## config.mk

```make
export PLATFORM = sky130hd
export DESIGN_NAME = hazard_forward_unit
export DESIGN_NICKNAME = d
export VERILOG_FILES = /design/src/rtl/fwd_pkg.sv /design/src/rtl/md_busy_counter.sv /design/src/rtl/hazard_forward_unit.sv
export SDC_FILE = /design/constraint.sdc
export NUM_CORES = 1
export LEC_CHECK = 0
export CORE_UTILIZATION = 50
export DETAILED_ROUTE_END_ITERATION = 7
export DONT_BUFFER_PORTS = 1
export PLACE_DENSITY_LB_ADDON = 0.2
export RECOVER_POWER = 25
export SETUP_SLACK_MARGIN = 0.2
export SLEW_MARGIN = 20
export SYNTH_ARGS = -nofsm -noshare
export SYNTH_HDL_FRONTEND = slang
export SYNTH_HIERARCHICAL = 1
export SYNTH_SLANG_ARGS = --single-unit
```

## constraint.sdc

```tcl
create_clock -name clk -period 3.1 [get_ports clk]
set_input_delay 0.62 -clock clk [delete_from_list [all_inputs] [get_ports clk]]
set_output_delay 0.62 -clock clk [all_outputs]
set_load 0.1 [all_outputs]
```

## src/rtl/fwd_pkg.sv

```systemverilog
// Shared select codes, Tuse sentinel and per-stage tag type for the hazard/forward controller.
package fwd_pkg;

  // Tag address field is sized for the widest register file this unit supports.
  localparam int unsigned TAG_AW = 8;

  localparam logic [1:0] FWD_RF    = 2'b00;
  localparam logic [1:0] FWD_M_ALU = 2'b01;
  localparam logic [1:0] FWD_M_PC8 = 2'b10;
  localparam logic [1:0] FWD_W     = 2'b11;
  localparam logic [1:0] TUSE_NONE = 2'd3;

  typedef struct packed {
    logic [TAG_AW-1:0] wr_addr;
    logic [1:0]        tnew;
    logic              link;
  } stage_tag_t;

  // M-stage source select: jal/jalr results come from the PC+8 path.
  function automatic logic [1:0] m_sel(input logic link);
    return link ? FWD_M_PC8 : FWD_M_ALU;
  endfunction

endpackage

```

## src/rtl/md_busy_counter.sv

```systemverilog
// Multiply/divide busy counter: loads the unit latency on a start, counts down to idle.
module md_busy_counter #(
  parameter int unsigned MUL_LAT = 5,
  parameter int unsigned DIV_LAT = 10
) (
  input  logic clk,
  input  logic reset_n,
  input  logic i_start,
  input  logic i_div,
  output logic o_busy_c
);

  localparam int unsigned CNT_W = $clog2(DIV_LAT + 1);

  logic [CNT_W-1:0] r_count;

  always_ff @(posedge clk or negedge reset_n) begin
    if (!reset_n) begin
      r_count <= '0;
    end else if (i_start) begin
      r_count <= i_div ? CNT_W'(DIV_LAT) : CNT_W'(MUL_LAT);
    end else if (r_count != '0) begin
      r_count <= r_count - CNT_W'(1);
    end
  end

  assign o_busy_c = (r_count != '0);

endmodule

```

## src/rtl/hazard_forward_unit.sv

```systemverilog
// Stateful hazard/forward controller for the 5-stage MIPS pipeline.
// Define HAZARD_FWD_MD_EN to compile in the HI/LO busy counter and its stall term.
module hazard_forward_unit
  import fwd_pkg::*;
#(
  parameter int unsigned REG_AW  = 5,
  parameter int unsigned MUL_LAT = 5,
  parameter int unsigned DIV_LAT = 10
) (
  input  logic              clk,
  input  logic              reset_n,
  input  logic [REG_AW-1:0] d_rs_addr,
  input  logic [REG_AW-1:0] d_rt_addr,
  input  logic [1:0]        d_rs_tuse,
  input  logic [1:0]        d_rt_tuse,
  input  logic [REG_AW-1:0] d_wr_addr,
  input  logic [1:0]        d_tnew,
  input  logic              d_link,
  input  logic              d_md_start,
  input  logic              d_md_div,
  input  logic              d_md_use,
  output logic              stall,
  output logic [1:0]        fwd_rs_d,
  output logic [1:0]        fwd_rt_d,
  output logic [1:0]        fwd_rs_e,
  output logic [1:0]        fwd_rt_e,
  output logic              fwd_rt_m,
  output logic              md_busy
);

  stage_tag_t        r_e_tag, r_m_tag, r_w_tag;
  logic [REG_AW-1:0] r_e_rs, r_e_rt, r_m_rs, r_m_rt;

  stage_tag_t w_d_tag, w_m_next;
  logic       w_rs_e_hit, w_rs_m_hit, w_rt_e_hit, w_rt_m_hit;
  logic       w_haz_rs, w_haz_rt;
  logic       w_md_busy, w_md_stall, w_stall;
  logic       w_unused;

  // Register $0 never produces a match.
  function automatic logic tag_hit(input logic [REG_AW-1:0] src, input stage_tag_t tag);
    return (src != '0) && (TAG_AW'(src) == tag.wr_addr);
  endfunction

  assign w_d_tag  = '{wr_addr: TAG_AW'(d_wr_addr), tnew: d_tnew, link: d_link};
  assign w_m_next = '{wr_addr: r_e_tag.wr_addr,
                      tnew:    (r_e_tag.tnew == 2'd0) ? 2'd0 : r_e_tag.tnew - 2'd1,
                      link:    r_e_tag.link};

  // E captures D or a bubble; M and W shift unconditionally.
  always_ff @(posedge clk or negedge reset_n) begin
    if (!reset_n) begin
      r_e_tag <= '0;
      r_e_rs  <= '0;
      r_e_rt  <= '0;
      r_m_tag <= '0;
      r_m_rs  <= '0;
      r_m_rt  <= '0;
      r_w_tag <= '0;
    end else begin
      if (w_stall) begin
        r_e_tag <= '0;
        r_e_rs  <= '0;
        r_e_rt  <= '0;
      end else begin
        r_e_tag <= w_d_tag;
        r_e_rs  <= d_rs_addr;
        r_e_rt  <= d_rt_addr;
      end
      r_m_tag <= w_m_next;
      r_m_rs  <= r_e_rs;
      r_m_rt  <= r_e_rt;
      r_w_tag <= '{wr_addr: r_m_tag.wr_addr, tnew: 2'd0, link: r_m_tag.link};
    end
  end

  // D-stage matches, stall terms and all forward selects.
  always_comb begin
    w_rs_e_hit = 1'b0;
    w_rs_m_hit = 1'b0;
    w_rt_e_hit = 1'b0;
    w_rt_m_hit = 1'b0;
    w_haz_rs   = 1'b0;
    w_haz_rt   = 1'b0;
    fwd_rs_d   = FWD_RF;
    fwd_rt_d   = FWD_RF;
    fwd_rs_e   = FWD_RF;
    fwd_rt_e   = FWD_RF;
    fwd_rt_m   = 1'b0;

    w_rs_e_hit = (d_rs_tuse != TUSE_NONE) && tag_hit(d_rs_addr, r_e_tag);
    w_rs_m_hit = (d_rs_tuse != TUSE_NONE) && tag_hit(d_rs_addr, r_m_tag);
    w_rt_e_hit = (d_rt_tuse != TUSE_NONE) && tag_hit(d_rt_addr, r_e_tag);
    w_rt_m_hit = (d_rt_tuse != TUSE_NONE) && tag_hit(d_rt_addr, r_m_tag);

    // Tuse 0 cannot be served from E: no E->D path exists.
    w_haz_rs = (w_rs_e_hit && ((r_e_tag.tnew > d_rs_tuse) || (d_rs_tuse == 2'd0)))
            || (w_rs_m_hit && (r_m_tag.tnew > d_rs_tuse));
    w_haz_rt = (w_rt_e_hit && ((r_e_tag.tnew > d_rt_tuse) || (d_rt_tuse == 2'd0)))
            || (w_rt_m_hit && (r_m_tag.tnew > d_rt_tuse));

    if (w_rs_m_hit) fwd_rs_d = m_sel(r_m_tag.link);
    if (w_rt_m_hit) fwd_rt_d = m_sel(r_m_tag.link);

    if (tag_hit(r_e_rs, r_m_tag))      fwd_rs_e = m_sel(r_m_tag.link);
    else if (tag_hit(r_e_rs, r_w_tag)) fwd_rs_e = FWD_W;

    if (tag_hit(r_e_rt, r_m_tag))      fwd_rt_e = m_sel(r_m_tag.link);
    else if (tag_hit(r_e_rt, r_w_tag)) fwd_rt_e = FWD_W;

    fwd_rt_m = tag_hit(r_m_rt, r_w_tag);
  end

`ifdef HAZARD_FWD_MD_EN
  md_busy_counter #(
    .MUL_LAT (MUL_LAT),
    .DIV_LAT (DIV_LAT)
  ) u_md_busy (
    .clk      (clk),
    .reset_n  (reset_n),
    .i_start  (d_md_start & ~w_stall),
    .i_div    (d_md_div),
    .o_busy_c (w_md_busy)
  );
  assign w_md_stall = d_md_use & w_md_busy;
  assign w_unused   = ^{r_m_rs, r_w_tag.tnew, r_w_tag.link};
`else
  assign w_md_busy  = 1'b0;
  assign w_md_stall = 1'b0;
  assign w_unused   = ^{r_m_rs, r_w_tag.tnew, r_w_tag.link, d_md_start, d_md_div, d_md_use,
                        32'(MUL_LAT), 32'(DIV_LAT)};
`endif

  assign w_stall = w_haz_rs | w_haz_rt | w_md_stall;
  assign stall   = w_stall;
  assign md_busy = w_md_busy;

endmodule

```

**Word level (Yosys, flattened, before mapping)**

Index checks and enable logic that the tools add are counted.

- Add/sub/neg operators: 1
- Order comparisons: 4
- Equal/unequal tests: 11
- Mux-type cells: 11
- Bitwise logic cells: 1
- Reductions and logical operators: 29

Operators by type and width:

| kind | count |
|---|---|
| 5-bit == test | 9 |
| 5-bit nonzero test | 5 |
| 1-bit logical AND | 17 |
| 2-bit two-way mux | 8 |
| 5-bit two-way mux | 2 |
| 2-bit greater-than comparator | 4 |
| 8-bit two-way mux | 1 |
| 2-bit zero test | 3 |
| 1-bit logical OR | 4 |
| 2-bit != test (second input constant) | 2 |
| 2-bit by 1-bit subtractor with 2-bit output (second input constant) | 1 |
| 1-bit bitwise OR | 1 |

- Register bits: 36
- Input bits: 27
- Output and inout port bits: 11

**Logic depth before layout (Yosys ltp)**

Gate-level depths: netlist of the first run.

- Depth after elaboration: 7
- Mapped depth: 8

**Worst setup path after synthesis of the first run**

OpenSTA, ideal clock, no wires.

- Path type: in2out
- Start point: input d_rt_addr[0]
- End point: output fwd_rt_d[0]
- Data arrival time: 4.138 ns
- Path slack: -1.658 ns
- Cell stages on the path: 3
- Path buffers: 0
- Path through: nor3_1 a32o_1 nor4b_1

- Longest elaborated chain between the ends: 4
- Elaborated cells between the ends (all ways): 5

RTL lines:

| what | RTL line | source |
|---|---|---|
| from (decl) | hazard_forward_unit.sv:13 | `input logic [REG_AW-1:0] d_rt_addr,` |
| 5-bit == test / 5-bit nonzero test (equally long branches) | hazard_forward_unit.sv:42 | `return (src != '0) && (TAG_AW'(src) == tag.wr_addr);` |
| 1-bit logical AND * | hazard_forward_unit.sv:42 |  |
| 1-bit logical AND * | hazard_forward_unit.sv:94 | `w_rt_m_hit = (d_rt_tuse != TUSE_NONE) && tag_hit(d_rt_addr, r_m_tag);` |
| 2-bit two-way mux * | hazard_forward_unit.sv:103 | `if (w_rt_m_hit) fwd_rt_d = m_sel(r_m_tag.link);` |
| to (decl) | hazard_forward_unit.sv:24 | `output logic [1:0] fwd_rt_d,` |

Mark *: on every way between the ends. The rest lies on a longest branch, timed or not.

**Final worst setup path of the first run**

- Start point: register r_m_tag[4] in the netlist's numbering
- End point: output stall

- Longest elaborated chain between the ends: 6
- Elaborated cells between the ends (all ways): 11

RTL lines:

| what | RTL line | source |
|---|---|---|
| from (decl) | hazard_forward_unit.sv:31 | `stage_tag_t r_e_tag, r_m_tag, r_w_tag;` |
| from (signal assigned) | hazard_forward_unit.sv:70 | `r_m_tag <= w_m_next;` |
| 5-bit == test | hazard_forward_unit.sv:42 |  |
| 1-bit logical AND | hazard_forward_unit.sv:42 |  |
| 1-bit logical AND, on equally long branches | hazard_forward_unit.sv:92, hazard_forward_unit.sv:94 |  |
| 1-bit logical AND, on equally long branches | hazard_forward_unit.sv:98, hazard_forward_unit.sv:100 |  |
| 1-bit logical OR, on equally long branches | hazard_forward_unit.sv:98, hazard_forward_unit.sv:100 |  |
| 1-bit bitwise OR * | hazard_forward_unit.sv:134 | `assign w_stall = w_haz_rs \| w_haz_rt \| w_md_stall;` |
| to (decl) | hazard_forward_unit.sv:22 | `output logic stall,` |

Marked as above.

==> run_summary.xml, run 1 <==
<?xml version="1.0" encoding="UTF-8"?>
<metrics>
  <group name="placement">
    <metric name="globalplace.congestion" unit="">0.8006</metric>
    <metric name="port_buffers" unit="">0</metric>
    <metric name="placed_cells_incl_taps" unit="">249</metric>
    <metric name="hpwl_after_detailed_placement" unit="µm">3137</metric>
  </group>
  <group name="die">
    <metric name="die_area" unit="µm²">4261</metric>
    <metric name="initial_core_util" unit="">0.5348</metric>
    <metric name="floorplan.io_pins" unit="">38</metric>
    <metric name="fp.coreArea" unit="µm²">3744</metric>
    <metric name="die_width" unit="µm">65.28</metric>
    <metric name="chipHeight" unit="µm">65.28</metric>
    <metric name="row_count" unit="">22</metric>
  </group>
  <group name="timing">
    <metric name="rsz_0062_raised_after_global_routing" unit="">no</metric>
    <metric name="hold_viol_final" unit="">0</metric>
    <metric name="max_slew.worst_pin.slew" unit="ps">1626</metric>
    <metric name="slew-limit-headroom" unit="">-0.08418</metric>
    <metric name="fin_hold_ws" unit="ps">350.6</metric>
    <metric name="report.final.setup_viol" unit="">0</metric>
    <metric name="timing.final.crit_period" unit="ps">2842</metric>
    <metric name="fmax" unit="GHz">0.3519</metric>
    <metric name="finalMaxSlewViolations" unit="">33</metric>
    <metric name="timing.final.crit_share" unit="">0.9166</metric>
    <metric name="skew" unit="ps">8.833</metric>
  </group>
  <group name="logic_synthesis">
    <metric name="synth-async-reset-ratio" unit="">1.000</metric>
    <metric name="netlist_instances" unit="">195</metric>
    <metric name="syn-num-nets" unit="">230</metric>
    <metric name="yosys_register_bits" unit="">36</metric>
    <metric name="predominant_post_synthesis_flop_cell" unit="">sky130_fd_sc_hd__dfrtp_1</metric>
    <metric name="yosysMostFrequentCell" unit="">sky130_fd_sc_hd__dfrtp_1</metric>
    <metric name="yosysWarnings" unit="">6</metric>
    <metric name="yosys.area.top_type" unit="">sky130_fd_sc_hd__dfrtp_1</metric>
    <metric name="synth.top_cells.by_count" unit="">sky130_fd_sc_hd__dfrtp_1 (36), sky130_fd_sc_hd__xnor2_1 (31), sky130_fd_sc_hd__inv_1 (23), sky130_fd_sc_hd__nor3_1 (22), sky130_fd_sc_hd__xor2_1 (13)</metric>
    <metric name="synth-seq-area-share" unit="">0.4500</metric>
    <metric name="number_of_library_cell_types_mapped_by_synthesis" unit="">32</metric>
    <metric name="syn_avg_cell_area" unit="µm²">10.27</metric>
    <metric name="yosys.area.top_type_share" unit="">0.4500</metric>
    <metric name="ys_top_cells_by_area" unit="">sky130_fd_sc_hd__dfrtp_1 (45%), sky130_fd_sc_hd__xnor2_1 (14%), sky130_fd_sc_hd__xor2_1 (5.7%)</metric>
    <metric name="synth_enable_flop_cells" unit="">0</metric>
    <metric name="synth_area" unit="µm²">2002</metric>
  </group>
  <group name="final_layout">
    <metric name="instances_no_fill" unit="">259</metric>
    <metric name="nets" unit="">245</metric>
    <metric name="post_route_cells_drive_above_1_share" unit="">0.1896</metric>
    <metric name="postLayoutCoreUtil" unit="">0.6387</metric>
    <metric name="diodes" unit="">0</metric>
    <metric name="areaGrowthSynthToFinish" unit="%">19.44</metric>
  </group>
  <group name="power">
    <metric name="power" unit="W">0.001231</metric>
    <metric name="vdd.ir_drop.worst" unit="µV">400.7</metric>
    <metric name="share_clk_of_total_power" unit="">0.329</metric>
    <metric name="internal_power" unit="W">0.0008577</metric>
    <metric name="switching_power" unit="W">0.0003737</metric>
    <metric name="power.share.switching" unit="">0.3035</metric>
    <metric name="power.density_cell_area" unit="nW/µm²">515.0</metric>
    <metric name="seq_power_share" unit="">0.456</metric>
    <metric name="leakagePower" unit="nW">1.025</metric>
    <metric name="pwr-share-comb" unit="">0.215</metric>
  </group>
  <group name="detailed_routing">
    <metric name="vias_after_detailed_routing" unit="">1403</metric>
    <metric name="via_per_inst" unit="">5.417</metric>
    <metric name="routed_wl" unit="µm">4115</metric>
    <metric name="drt_first_pass_iters" unit="">3</metric>
    <metric name="drc" unit="">0</metric>
    <metric name="post_drt_wl_per_cell" unit="µm">15.89</metric>
    <metric name="detailedRoute.firstIterationViolations" unit="">25</metric>
    <metric name="ant_nets" unit="">0</metric>
  </group>
  <group name="hold_path">
    <metric name="worstHoldPathType" unit="">flop to flop</metric>
  </group>
  <group name="grt">
    <metric name="antenna_found_initial" unit="">0</metric>
    <metric name="grt_pass1_vias" unit="">1476</metric>
    <metric name="globalRouteTotalUtil" unit="">0.2216</metric>
    <metric name="wire_length_of_the_first_global_routing_pass" unit="µm">6996</metric>
    <metric name="largest_net_degree_at_the_start_of_global_routing" unit="">37</metric>
    <metric name="grt_ovf" unit="">0</metric>
  </group>
  <group name="worst_setup_path">
    <metric name="critPathCaptureType" unit="">output port</metric>
    <metric name="worstPathBufferInverterCount" unit="">1</metric>
    <metric name="slowest_stage" unit="">sky130_fd_sc_hd__or4_4</metric>
    <metric name="cp-start-kind" unit="">flop</metric>
    <metric name="worst-endpoint-required" unit="ps">2480</metric>
    <metric name="crit_path_max_fanout" unit="">5</metric>
    <metric name="critical_path.top_delay_family" unit="">simple AND/OR/NAND/NOR gates</metric>
    <metric name="worstSetupPathType" unit="">flop to output port</metric>
    <metric name="path_cells" unit="">xnor2_1 &gt; nand3_2 &gt; or4_4 &gt; o31ai_4 &gt; or2_2 &gt; buf_12</metric>
    <metric name="critical-path-max-stage-delay" unit="ps">580</metric>
    <metric name="arrival_worst_endpoint" unit="ps">2220</metric>
    <metric name="ff2ff_setup_slack" unit="ps">1050</metric>
  </group>
  <group name="clock_network">
    <metric name="cts.sink_count" unit="">36</metric>
    <metric name="cts.root.buffer_cell" unit="">sky130_fd_sc_hd__clkbuf_8</metric>
    <metric name="clkLatencyLatePin" unit="ps">290</metric>
    <metric name="htreeDepth" unit="">2</metric>
    <metric name="tritoncts" unit="">yes</metric>
    <metric name="cts.clk_slew.worst_paths" unit="ps">80</metric>
    <metric name="post-cts-setup-buffers" unit="">0</metric>
    <metric name="cts_buffer_depth" unit="">2</metric>
    <metric name="numCtsBuffers" unit="">5</metric>
  </group>
  <group name="status">
    <metric name="violations_in_the_final_reports" unit="">max-capacitance violations, max-slew violations</metric>
    <metric name="outcome" unit="">complete, but fails checks</metric>
  </group>
  <group name="job">
    <metric name="cap_violations" unit="">1</metric>
  </group>
</metrics>
## registers in the layout, indices dropped and copies added, names as in the netlist
signal,cells
r_w_tag,5
r_e_rs,5
r_m_tag,8
r_m_rt,5
r_e_rt,5
r_e_tag,8
## power by group through the flow
stage               Sequential, W  Combinational [W]  Clock (W)
detailed placement       0.000571           0.000246          0
finish                   0.000561           0.000265   0.000405
CTS                      0.000562           0.000250   0.000417
global placement         0.000569           0.000238          0
floorplan                0.000550           0.000213          0
global route             0.000567           0.000291   0.000443
## layer usage
layer  wire length (µm)  track usage  part of all wire  vias up
met2               2241       0.4034              0.54       32
li1                   -            -                 -      682
met3                183      0.06597             0.044        9
met5                  0            0                 0        -
met4                 97      0.08696             0.024        0
met1               1593       0.2376              0.39      680
## logic make-up after synthesis
kind of cell / count (synthesis) / share of synthesized area
xor gates and xnor gates: 44 / 0.1925
muxes: 2 / 0.01000
DFF: 36 / 0.4500
AOI/OAI and AO/OA: 11 / 0.05375
and+or+nand+nor: 64 / 0.1750
adders and majority gates: 8 / 0.05000
other: 1 / 0.001873
buffers and inverters: 29 / 0.06687
## placed cells by master (no fill, tap or decap), types with 7 or more instances in the layout
cell,instances
sky130_fd_sc_hd__xnor2_1,29
sky130_fd_sc_hd__xor2_1,13
sky130_fd_sc_hd__nand2_1,7
sky130_fd_sc_hd__inv_1,23
sky130_fd_sc_hd__ha_1,8
sky130_fd_sc_hd__dfrtp_1,36
sky130_fd_sc_hd__buf_4,10
sky130_fd_sc_hd__nor3_1,22
## layout make-up
class	instances	area, µm²
Clock buffer	5	68.82
Multi-Input combinational cell	130	1104
Tap cell	48	60.06
Sequential cell	36	900.9
Clock inverter	3	42.54
Fill cell	314	1353
Inverter	23	86.33
Timing Repair Buffer	14	128.9
## through the flow
step,TNS [ps],setup WS (ps),cell area (µm²)
global placement,0,392.4,2225
floorplan,-548.9,-274.4,2077
CTS,0,224.7,2349
finish,0,258.5,2391
detailed placement,0,358.2,2225
global route,0,166.0,2391
## worst paths after layout
check / from / endpoint / cells past startpoint
worst min-delay path: r_e_tag[0]$_DFF_PN0_ / r_m_tag[0]$_DFF_PN0_ / 0
max in group asynchronous: reset_n / r_e_rs[3]$_DFF_PN0_ / 1
worst max-delay path: r_m_tag[4]$_DFF_PN0_ / stall / 6
worst min register to register: r_e_tag[0]$_DFF_PN0_ / r_m_tag[0]$_DFF_PN0_ / 0
min in group asynchronous: reset_n / r_m_tag[0]$_DFF_PN0_ / 1
worst max register to register: r_m_tag[4]$_DFF_PN0_ / r_e_tag[1]$_DFF_PN0_ / 6
## what timing repair did
action	in CTS	in global routing
hold buffers	0	2
cloned	0	0
setup endpoints to repair	4	2
gates resized for setup	2	4
endpoints found under the hold margin	0	32
Note: power is estimated with default switching activity, not from simulation.
==> inputs of run 2 (changes only) <==
Settings changed: CTS_BUF_LIST set to sky130_fd_sc_hd__clkbuf_2.
==> run 2 against run 1 <==
  * The run still ends with max-capacitance violations, max-slew violations left
  * Combinational power grew 15%
  * Via count increased by 3.4%
  * Design area rose by 4.5%
  * Worst hold slack got worse by 33 ps
  * Largest power group unchanged
  * Register-to-register slack better by 60 ps
==> run_summary.xml, run 2 (same netlist as run 1, synthesis figures left out) <==
<?xml version="1.0" encoding="UTF-8"?>
<metrics>
  <group name="placement">
    <metric name="dpl_worst_slack" unit="ps">358.2</metric>
    <metric name="hpwl_after_detailed_placement" unit="µm">3137</metric>
    <metric name="port_buffers" unit="">0</metric>
    <metric name="placed_cells_incl_taps" unit="">249</metric>
    <metric name="globalplace.congestion" unit="">0.8006</metric>
  </group>
  <group name="worst_setup_path">
    <metric name="cp-start-kind" unit="">flop</metric>
    <metric name="regToRegEndpoint" unit="">r_e_tag[1]$_DFF_PN0_</metric>
    <metric name="reg2reg_depth" unit="">6</metric>
    <metric name="critical_path_launch_point" unit="">r_m_tag[7]$_DFF_PN0_</metric>
    <metric name="worst-endpoint-required" unit="ps">2480</metric>
    <metric name="crit_path_max_fanout" unit="">5</metric>
    <metric name="ff2ff_setup_slack" unit="ps">1110</metric>
    <metric name="arrival_worst_endpoint" unit="ps">2240</metric>
    <metric name="regToRegStartpoint" unit="">r_m_tag[7]$_DFF_PN0_</metric>
    <metric name="worstSetupPathType" unit="">flop to output port</metric>
    <metric name="critPathCapture" unit="">stall</metric>
    <metric name="critPathCaptureType" unit="">output port</metric>
  </group>
  <group name="die">
    <metric name="fp.coreArea" unit="µm²">3744</metric>
    <metric name="chipHeight" unit="µm">65.28</metric>
    <metric name="die_width" unit="µm">65.28</metric>
    <metric name="floorplan.io_pins" unit="">38</metric>
    <metric name="die_area" unit="µm²">4261</metric>
    <metric name="initial_core_util" unit="">0.5348</metric>
    <metric name="row_count" unit="">22</metric>
  </group>
  <group name="final_layout">
    <metric name="postLayoutCoreUtil" unit="">0.6674</metric>
    <metric name="most_frequent_cells_in_the_layout" unit="">sky130_fd_sc_hd__dfrtp_1 (35), sky130_fd_sc_hd__xnor2_1 (29), sky130_fd_sc_hd__inv_1 (23), sky130_fd_sc_hd__nor3_1 (21), sky130_fd_sc_hd__buf_4 (18)</metric>
    <metric name="instances_no_fill" unit="">271</metric>
    <metric name="nets" unit="">257</metric>
    <metric name="areaGrowthSynthToFinish" unit="%">24.81</metric>
    <metric name="post_route_cells_drive_above_1_share" unit="">0.2466</metric>
    <metric name="largestRegisters" unit="">r_e_tag: 8 flops, r_m_tag: 8 flops</metric>
    <metric name="mostFrequentLayoutCell" unit="">sky130_fd_sc_hd__dfrtp_1</metric>
    <metric name="diodes" unit="">0</metric>
    <metric name="layout.filler_cells" unit="">312</metric>
  </group>
  <group name="detailed_routing">
    <metric name="routed_wl" unit="µm">4312</metric>
    <metric name="via_per_inst" unit="">5.354</metric>
    <metric name="detailedRoute.firstIterationViolations" unit="">32</metric>
    <metric name="drt_first_pass_iters" unit="">6</metric>
    <metric name="ant_nets" unit="">0</metric>
    <metric name="drc" unit="">0</metric>
    <metric name="vias_after_detailed_routing" unit="">1451</metric>
    <metric name="post_drt_wl_per_cell" unit="µm">15.91</metric>
  </group>
  <group name="clock_network">
    <metric name="htreeDepth" unit="">2</metric>
    <metric name="cts_buffer_depth" unit="">2</metric>
    <metric name="cts.sink_count" unit="">36</metric>
    <metric name="tritoncts" unit="">yes</metric>
    <metric name="cts.clk_slew.worst_paths" unit="ps">190</metric>
    <metric name="cts.root.buffer_cell" unit="">sky130_fd_sc_hd__clkbuf_2</metric>
    <metric name="clkLatencyLatePin" unit="ps">380</metric>
    <metric name="numCtsBuffers" unit="">5</metric>
  </group>
  <group name="power">
    <metric name="power" unit="W">0.001154</metric>
    <metric name="vdd.ir_drop.worst" unit="µV">353.6</metric>
    <metric name="seq_power_share" unit="">0.485</metric>
    <metric name="power.share.switching" unit="">0.3243</metric>
    <metric name="share_clk_of_total_power" unit="">0.252</metric>
    <metric name="switching_power" unit="W">0.0003741</metric>
    <metric name="leakagePower" unit="nW">1.075</metric>
    <metric name="internal_power" unit="W">0.0007797</metric>
    <metric name="pwr-share-comb" unit="">0.263</metric>
    <metric name="power.density_cell_area" unit="nW/µm²">461.8</metric>
  </group>
  <group name="timing">
    <metric name="skew" unit="ps">18.60</metric>
    <metric name="finalMaxSlewViolations" unit="">37</metric>
    <metric name="hold_viol_final" unit="">0</metric>
    <metric name="layout_setup_ws" unit="ps">243.2</metric>
    <metric name="rsz_0062_raised_after_global_routing" unit="">yes</metric>
    <metric name="fmax" unit="GHz">0.3500</metric>
    <metric name="timing.final.crit_period" unit="ps">2857</metric>
    <metric name="fin_tns_setup" unit="ps">0</metric>
    <metric name="slew-limit-headroom" unit="">-0.2046</metric>
    <metric name="max_slew.worst_pin.slew" unit="ps">1807</metric>
    <metric name="timing.final.crit_share" unit="">0.9215</metric>
    <metric name="report.final.setup_viol" unit="">0</metric>
  </group>
  <group name="grt">
    <metric name="wire_length_of_the_first_global_routing_pass" unit="µm">7107</metric>
    <metric name="largest_net_degree_at_the_start_of_global_routing" unit="">37</metric>
    <metric name="grt_pass1_vias" unit="">1503</metric>
    <metric name="grt_ovf" unit="">0</metric>
    <metric name="antenna_found_initial" unit="">0</metric>
    <metric name="globalRouteTotalUtil" unit="">0.2267</metric>
  </group>
  <group name="hold_path">
    <metric name="worstHoldPathType" unit="">primary input to flop</metric>
    <metric name="hold_path.startpoint" unit="">d_rs_addr[1]</metric>
  </group>
  <group name="status">
    <metric name="outcome" unit="">complete, but fails checks</metric>
    <metric name="violations_in_the_final_reports" unit="">max-capacitance violations, max-slew violations</metric>
  </group>
  <group name="job">
    <metric name="cap_violations" unit="">1</metric>
  </group>
</metrics>
[run 2: cell types whose count changed in the layout (fill, tap and decap cells not counted), sizes merged]
cell	delta
buf	+11
clkbuf	+1
[run 2: worst max-delay path: stages (launching register included)]
cell and delay [ps]:
sky130_fd_sc_hd__dfrtp_1 510, sky130_fd_sc_hd__xnor2_1 200, sky130_fd_sc_hd__nand2_1 170, sky130_fd_sc_hd__or4_4 560, sky130_fd_sc_hd__o31ai_4 80, sky130_fd_sc_hd__or2_4 170
sky130_fd_sc_hd__buf_12 170
[run 2: power groups by stage]
stage | Sequential (W) | Combinational (W) | Clock [W]
floorplan | 0.000550 | 0.000213 | 0
global placement | 0.000569 | 0.000238 | 0
detailed placement | 0.000571 | 0.000246 | 0
CTS | 0.000561 | 0.000269 | 0.000298
global route | 0.000565 | 0.000330 | 0.000329
finish | 0.000560 | 0.000304 | 0.000290
[run 2: metal layers]
| layer | wire length (µm) | global-route usage | vias to the layer above |
|---|---|---|---|
| li1 | - | - | 704 |
| met1 | 1570 | 0.2395 | 697 |
| met2 | 2457 | 0.4188 | 38 |
| met3 | 167 | 0.06424 | 12 |
| met4 | 116 | 0.08967 | 0 |
| met5 | 0 | 0 | - |
[run 2: through the flow]
stage	hold WS (ps)	instance area, µm²
floorplan	324.4	2077
global placement	325.3	2225
detailed placement	325.2	2225
CTS	20.51	2357
global route	268.7	2499
finish	317.7	2499
[run 2: worst min-delay path by stage]
stage                                      end  slack, ps  cells after the start
after floorplan            r_e_rs[0]$_DFF_PN0_        320                      0
after global placement    r_e_tag[0]$_DFF_PN0_        330                      0
after detailed placement  r_e_tag[0]$_DFF_PN0_        330                      0
after CTS                 r_m_tag[2]$_DFF_PN0_         20                      1
after global routing       r_e_rt[2]$_DFF_PN0_        270                      2
final                      r_e_rs[1]$_DFF_PN0_        320                      2
[run 2: layout make-up]
type | instances | area, µm² | area share
tap | 48 | 60.06 | 0.02404
clock buffer | 5 | 25.02 | 0.01002
inverter | 23 | 86.33 | 0.03455
multi-input combinational | 130 | 1135 | 0.4542
sequential | 36 | 902.1 | 0.3610
timing repair buffer | 26 | 247.7 | 0.09915
clock inverter | 3 | 42.54 | 0.01703
[run 2: what timing repair did]
item | CTS | global route
hold buffers | 1 | 1
endpoints found under the setup margin | 5 | 7
setup buffers | 3 | 9
endpoints found under the hold margin | 36 | 19
pin swaps | 0 | 9
resized for setup | 7 | 20
